==> config.mk <==
export PLATFORM = sky130hd
export DESIGN_NAME = bloke2b_msg_packer
export DESIGN_NICKNAME = d
export VERILOG_FILES = /design/src/rtl/bloke2b_msg_packer.sv
export SDC_FILE = /design/constraint.sdc
export NUM_CORES = 2
export LEC_CHECK = 0
export ABC_AREA = 0
export CORE_MARGIN = 5
export CORE_UTILIZATION = 55
export DETAILED_ROUTE_END_ITERATION = 8
export PLACE_DENSITY = 0.8
export SLEW_MARGIN = 10
export SYNTH_ARGS = -nofsm -noshare
export SYNTH_HDL_FRONTEND = slang
export SYNTH_SLANG_ARGS = --single-unit
==> constraint.sdc <==
create_clock -name clk -period 6.11 [get_ports clk]
set_input_delay 0.9165 -clock clk [delete_from_list [all_inputs] [get_ports clk]]
set_output_delay 0.9165 -clock clk [all_outputs]
set_load 0.01 [all_outputs]
==> src/rtl/bloke2b_msg_packer.sv <==
// Purpose : packs a byte stream into 128-byte BLAKE2b blocks and emits them as 16 LE 64-bit words with t and final.
// Latency : a block starts emitting the cycle after finish, or after the first byte offered on a full buffer.
// Backpress: din_ready is low while a full block is held or emitted; m_word/m_idx are held stable while m_ready=0.
//
// Ports:
//   clk, rst_n              clock, asynchronous active-low reset
//   start, finish           one-cycle message start / end pulses
//   din, din_valid/ready    input byte handshake
//   m_word, m_idx           current block word and its index (0..15)
//   m_valid/m_ready         output word handshake
//   m_last                  m_idx == 15
//   m_final                 block is the last of the message
//   m_t                     message bytes up to and including this block
// Optional (BLOKE2B_PACKER_STATS_EN):
//   blk_cnt                 saturating count of blocks emitted since start
//   ovf_drop                sticky: a held-back byte was dropped by a coincident finish
module bloke2b_msg_packer #(
    parameter int CNT_W = 64,
    parameter int WORDS = 16
) (
    input  logic             clk,
    input  logic             rst_n,
    input  logic             start,
    input  logic             finish,
    input  logic [7:0]       din,
    input  logic             din_valid,
    output logic             din_ready,
    output logic [63:0]      m_word,
    output logic [3:0]       m_idx,
    output logic             m_valid,
    input  logic             m_ready,
    output logic             m_last,
    output logic             m_final,
    output logic [CNT_W-1:0] m_t
`ifdef BLOKE2B_PACKER_STATS_EN
    ,
    output logic [15:0]      blk_cnt,
    output logic             ovf_drop
`endif
);

    localparam int BLK_BYTES = WORDS * 8;
    localparam int FILL_W    = $clog2(BLK_BYTES + 1);
    localparam logic [FILL_W-1:0] FILL_LAST = FILL_W'(BLK_BYTES - 1);
    localparam logic [3:0]        IDX_LAST  = 4'(WORDS - 1);

    typedef enum logic [2:0] {
        S_IDLE,
        S_FILL,
        S_HOLD,
        S_EMIT,
        S_DONE
    } state_t;

    state_t                 r_state;
    state_t                 w_next;
    logic [BLK_BYTES*8-1:0] r_buf;
    logic [FILL_W-1:0]      r_fill;
    logic [CNT_W-1:0]       r_t;
    logic [3:0]             r_idx;
    logic                   r_final;

    logic                   w_byte_xfer;
    logic                   w_word_xfer;
    logic                   w_blk_done;
    logic [FILL_W-2:0]      w_wr_pos;

    assign w_wr_pos    = r_fill[FILL_W-2:0];
    assign w_byte_xfer = din_valid && din_ready;
    assign w_word_xfer = m_valid && m_ready;
    assign w_blk_done  = w_word_xfer && (r_idx == IDX_LAST);

    always_ff @(posedge clk or negedge rst_n) begin
        if (!rst_n) begin
            r_state <= S_IDLE;
        end else begin
            r_state <= w_next;
        end
    end

    always_comb begin
        w_next    = r_state;
        // A start in the same cycle as a byte must not look like a handshake,
        // because the byte would be wiped by the clear.
        din_ready = (r_state == S_FILL) && !start;
        m_valid   = (r_state == S_EMIT);
        m_idx     = r_idx;
        m_word    = m_valid ? r_buf[{r_idx, 6'b000000} +: 64] : 64'd0;
        m_last    = m_valid && (r_idx == IDX_LAST);
        m_final   = m_valid && r_final;
        m_t       = r_t;

        case (r_state)
            S_IDLE: ;
            S_FILL: begin
                // The byte of this cycle is taken first; finish then closes the block.
                if (finish) begin
                    w_next = S_EMIT;
                end else if (w_byte_xfer && (r_fill == FILL_LAST)) begin
                    w_next = S_HOLD;
                end
            end
            // A full block waits here until we know whether it is the last one.
            S_HOLD: begin
                if (finish || din_valid) begin
                    w_next = S_EMIT;
                end
            end
            S_EMIT: begin
                if (w_blk_done) begin
                    w_next = r_final ? S_DONE : S_FILL;
                end
            end
            S_DONE: ;
            default: w_next = S_IDLE;
        endcase

        if (start) begin
            w_next = S_FILL;
        end
    end

    always_ff @(posedge clk or negedge rst_n) begin
        if (!rst_n) begin
            r_buf   <= '0;
            r_fill  <= '0;
            r_t     <= '0;
            r_idx   <= '0;
            r_final <= 1'b0;
        end else if (start) begin
            r_buf   <= '0;
            r_fill  <= '0;
            r_t     <= '0;
            r_idx   <= '0;
            r_final <= 1'b0;
        end else begin
            case (r_state)
                S_FILL: begin
                    if (w_byte_xfer) begin
                        r_buf[{w_wr_pos, 3'b000} +: 8] <= din;
                        r_fill                         <= r_fill + 1'b1;
                        r_t                            <= r_t + 1'b1;
                    end
                    if (finish) begin
                        r_final <= 1'b1;
                    end
                end
                S_HOLD: begin
                    if (finish) begin
                        r_final <= 1'b1;
                    end
                end
                S_EMIT: begin
                    if (w_word_xfer) begin
                        r_idx <= r_idx + 4'd1;
                    end
                    // Zero the buffer so the next block's unfilled tail pads with zeros.
                    if (w_blk_done && !r_final) begin
                        r_buf  <= '0;
                        r_fill <= '0;
                    end
                end
                default: ;
            endcase
        end
    end

`ifdef BLOKE2B_PACKER_STATS_EN
    logic [15:0] r_blk_cnt;
    logic        r_ovf_drop;

    always_ff @(posedge clk or negedge rst_n) begin
        if (!rst_n) begin
            r_blk_cnt  <= '0;
            r_ovf_drop <= 1'b0;
        end else if (start) begin
            r_blk_cnt  <= '0;
            r_ovf_drop <= 1'b0;
        end else begin
            if (w_blk_done && (r_blk_cnt != 16'hFFFF)) begin
                r_blk_cnt <= r_blk_cnt + 16'd1;
            end
            if ((r_state == S_HOLD) && finish && din_valid) begin
                r_ovf_drop <= 1'b1;
            end
        end
    end

    assign blk_cnt  = r_blk_cnt;
    assign ovf_drop = r_ovf_drop;
`endif

endmodule

Word level (Yosys, flattened, before mapping). Index checks and enable logic that the tools add are counted.

Bits in registers: 1104. Bits of input ports: 14. Output and inout port bits: 136.

$add $sub $neg: 4. Equal/unequal tests: 12. Shift-type cells: 3. Multiplexer cells: 26. Reduce and logical (&&, ||, !) cells: 26.

Operator list (count): $mux W1024 (3); $pmux W1024 S2 (1); $bwmux W1024 (1); $shift A8 B12 Y1024 const A (1); $shiftx A1024 B11 Y64 (1); $shiftx A8 B12 Y1024 (1); $mux W64 (4); $add A64 B1 Y64 const B (1); $mux W8 (3); $mux W3 (6); $pmux W8 S2 (1); $mux W4 (3); $neg A10 Y12 (1); $pmux W3 S4 (1); $reduce_bool A2 Y1 (6); $add A8 B1 Y8 const B (1); $eq A8 B7 Y1 const B (1); $logic_and A1 B1 Y1 (8); $eq A3 B2 Y1 const B (2); $ne A3 B2 Y1 const B (2); $ne A3 B3 Y1 const B (2); $reduce_and A2 Y1 (3); $add A4 B1 Y4 const B (1); $eq A4 B4 Y1 const B (1); 12 further kinds (16).

Longest topological paths before layout.
Depth in word-level cells: 8. Depth in mapped cells: 12. Depth with buffers taken out: 7.

Least setup slack after synthesis. OpenSTA, ideal clock, no wires.

Kind: register to output. From: register r_idx[0], in the netlist m_idx[0]. To: output m_word[45]. Arrival: 2.629 ns. Data required time: 5.194 ns. Path slack: 2.564 ns. Cell stages (with the launch flop): 7. Buffers on the path: 3. Cell sequence: dfrtp_1 > clkbuf_1 > buf_2 > buf_1 > mux4_2 > mux4_2 > and2_1.

Cells in the longest elaborated chain, start to end: 2.

RTL lines: start, declared (line 60) `logic [3:0] r_idx;`; start signal, assigned (line 155) `r_idx <= r_idx + 4'd1;`; $shiftx A1024 B11 Y64 (line 88) `m_word = m_valid ? r_buf[{r_idx, 6'b000000} +: 64] : 64'd0;`; $mux W64 (line 88); end, declared (line 28) `output logic [63:0] m_word,`.

No other way between the ends.

Worst setup path after layout.
From: register r_idx[0], in the netlist m_idx[0]. To: output m_word[3].

Same word-level chain as after synthesis.

==> key figures <==
Run status
  • Status: completed

Critical path
  • Worst Setup Path Type: register to output pin
  • Worst Setup SP: m_idx[0]$_DFFE_PN0P_
  • Crit Path Max Fanout: 46
  • CP required: 5.19 ns
  • CP Capture Type: output pin
  • CP Launch Type: register
  • Reg2reg start: r_fill[0]$_DFFE_PN0P_
  • CP max stage delay: 1.08 ns
  • WP data arrival: 4.10 ns
  • Slowest CP cell: dfrtp_4
  • CP most frequent cell: mux4_2
  • Crit path cell chain: buf_12 > mux4_2 > mux4_2 > and2_1 > clkdlybuf4s50_1

Synth
  • Post-Syn Area: 54550 sq um
  • Unique masters post-synth: 76
  • Post-synth EDFFs: 0
  • Post-synth ARST share: 1.000
  • Yosys Warn Count: 0
  • Synth Net Count: 4578
  • Avg Cell Area, Syn: 11.97 sq um
  • Syn Inst Count: 4557
  • Ys flop type: dfrtp_1
  • Sequential fraction of the synthesis area: 0.5064
  • Flops & latches, synth: 1104

Clock network
  • Num CTS Buffers: 111
  • Clock latency reported for the late side of the worst-skew pair: 0.71 ns
  • TritonCTS Sinks: 1104
  • H-tree Lvls: 3
  • Post-CTS Setup Inserts: 0
  • Post-CTS sizing: 0
  • Clock-pin slew on the worst setup and hold paths: 0.06 ns
  • CTS max path bufs: 3
  • CTS Root Cell: clkbuf_16
  • CTS tree: done
  • Cts hold-fix bufs: 0

Place
  • GPL Wtd Cong: 0.9087
  • Count of port buffers added during placement: 149
  • Post-DP HPWL: 101000 um
  • Setup WS pre-CTS: 1.818 ns
  • Dpl cell area: 57100 sq um

Timing
  • Fmax: 199.5 MHz
  • Max-slew headroom: 0.04922
  • Final worst setup slack: 1.098 ns
  • Fin crit share: 0.8202
  • Fin Setup TNS: 0 ns
  • Final setup violation count: 0
  • Final hold violations: 0
  • Max Slew Vio Count: 0
  • Worst Skew: 0.03529 ns
  • RSZ-0062 raised after global routing: no
  • Final min period: 5.012 ns
  • Slew at the pin with the worst max-slew slack: 1.426 ns

Floorplan
  • Die width: 324.9 um
  • Site row count: 115
  • Core ar.: 98420 sq um
  • Die Ht: 324.9 um
  • Initial Utilization: 0.5543
  • I/O pins: 150
  • Die ar.: 105600 sq um

Global route
  • Initial antenna violation count: 6
  • Vias in the first global route: 42430
  • Global-route wire length before repair: 256600 um
  • Remaining global-route overflow: 0
  • GRT Overall Usage: 0.3057
  • Largest net degree at the start of global routing: 192

Detailed routing
  • First drt pass iteration count: 8
  • Final ANT Viol Nets: 0
  • WL/cell: 28.11 um
  • Vias/cell: 7.241
  • Iter 0 DRT Violations: 5818
  • # DRC: 0
  • DR vias: 42400
  • WL final: 164600 um

Power
  • Reg power frac: 0.451
  • Pleak: 26.55 nW
  • Comb pwr share: 0.118
  • Switch Pwr: 4.618 mW
  • Worst vdd ir: 250.1 uV
  • PwrDens: 269.0 nW/um^2
  • Clock power frac: 0.432
  • Tot Pwr: 16.38 mW
  • Internal: 11.76 mW
  • Switching part of the total: 0.2820

Final layout
  • Final Cell Area: 60880 sq um
  • Area grow syn2layout: 11.61%
  • Commonest non-fill, non-tap cells in the layout: dfrtp_1 (1100), nand2_1 (510), o211ai_1 (378)
  • Area of the multi-input gates: 25280 sq um
  • Final net count: 4496
  • Share of cells above drive strength 1: 0.1581
  • Most common cell after layout, fill and taps aside: dfrtp_1
  • Filler Cell Count: 7341
  • Sequential Area: 27640 sq um

Job
  • Max Cap Violations: 0

Worst hold path
  • Hold Crit Class: input port to async pin
## synthesized netlist by cell type (all sizes together) (22+ instances only)
library cell  number  area [sq um]
a21oi             64         342.8
a22o             158          1384
a31oi             23         150.1
a32o              64         640.6
and2              77         481.7
and3              39         244.0
buf              106         470.5
clkbuf           339          1274
dfrtp           1104         27630
inv               33         123.9
mux2i            363          3633
mux4             320          7207
nand2            510          1914
nand3            124         770.7
nand4             38         237.7
nor2              70         265.3
nor3              52         337.8
nor4              29         181.4
o211ai           378          2838
o21ai            353          1778
o2bb2ai           52         455.4
o31ai             48         360.4
or3               29         181.4
xnor2             22         192.7
## state kept, by name, indices dropped and copies added, names as in the netlist
name / count
m_idx: 4
r_fill: 8
r_state: 3
r_final: 1
r_buf: 1024
m_t: 64
## per-stage QoR
| stage | cells | util | hold slack, ns |
|---|---|---|---|
| 6_report | 5855 | 0.6186 | 0.2366 |
| 5_1_grt | 5854 | 0.6186 | 0.2753 |
| 4_1_cts | 5854 | 0.6185 | 0.2372 |
| 3_5_place_dp | 5649 | 0.5802 | 0.4724 |
| 3_3_place_gp | 5649 | 0.5802 | 0.4654 |
| 2_1_floorplan | 4557 | - | 0.4509 |
## final timing paths
path                       cells after the start                     end  slack, ns
setup / recovery                               5               m_word[3]       1.10
hold / removal                                 1  r_buf[145]$_DFFE_PN0P_       0.24
setup reg to reg                               7  r_buf[203]$_DFFE_PN0P_       1.63
hold reg to reg                                1  r_buf[820]$_DFFE_PN0P_       0.49
max in group asynchronous                      2  r_buf[385]$_DFFE_PN0P_       4.34
min in group clk                               1  r_buf[820]$_DFFE_PN0P_       0.49
## area by class of cell
cell class,instances,share of cell area
Sequential cell,1104,0.4540
Inverter,33,0.002035
Timing Repair Buffer,250,0.04044
Antenna cell,1,0.00004110
Clock inverter,58,0.01019
Clock buffer,147,0.05165
Tap cell,1287,0.02645
Multi-Input combinational cell,2975,0.4152
## power by group through the flow
stage	combinational, mW	clock, mW	sequential, mW
floorplan	1.12	0	7.48
global placement	1.84	0	7.51
detailed placement	1.86	0	7.51
CTS	1.87	7.11	7.38
global route	2.01	7.42	7.38
finish	1.93	7.07	7.38
## critical path: cells and delay by family, from the launching register on
family	cells	cell delay, ns
and+or+nand+nor	1	0.19
muxes	2	1.11
buffers and inverters	2	0.87
DFF	1	1.08
## per-layer routing
| metal | global-route usage | share of wire | up-vias |
|---|---|---|---|
| met4 | 0.1553 | 0.059 | 6 |
| li1 | - | - | 17260 |
| met5 | 0 | 0.00026 | - |
| met1 | 0.4092 | 0.37 | 21490 |
| met3 | 0.07727 | 0.11 | 648 |
| met2 | 0.4696 | 0.46 | 3001 |
## cells by family (layout without fill, tap and decap cells)
family | after synthesis | count (layout) | synth area share
xor gates and xnor gates | 32 | 32 | 0.005138
other | 0 | 1 | 0
AOI/OAI and AO/OA | 1226 | 1226 | 0.1607
muxes | 686 | 686 | 0.1993
DFF | 1104 | 1104 | 0.5064
buffers and inverters | 478 | 488 | 0.03424
and+or+nand+nor | 1024 | 1024 | 0.09250
adders and majority gates | 7 | 7 | 0.001605
No activity file was read; power rests on OpenSTA's default activity.
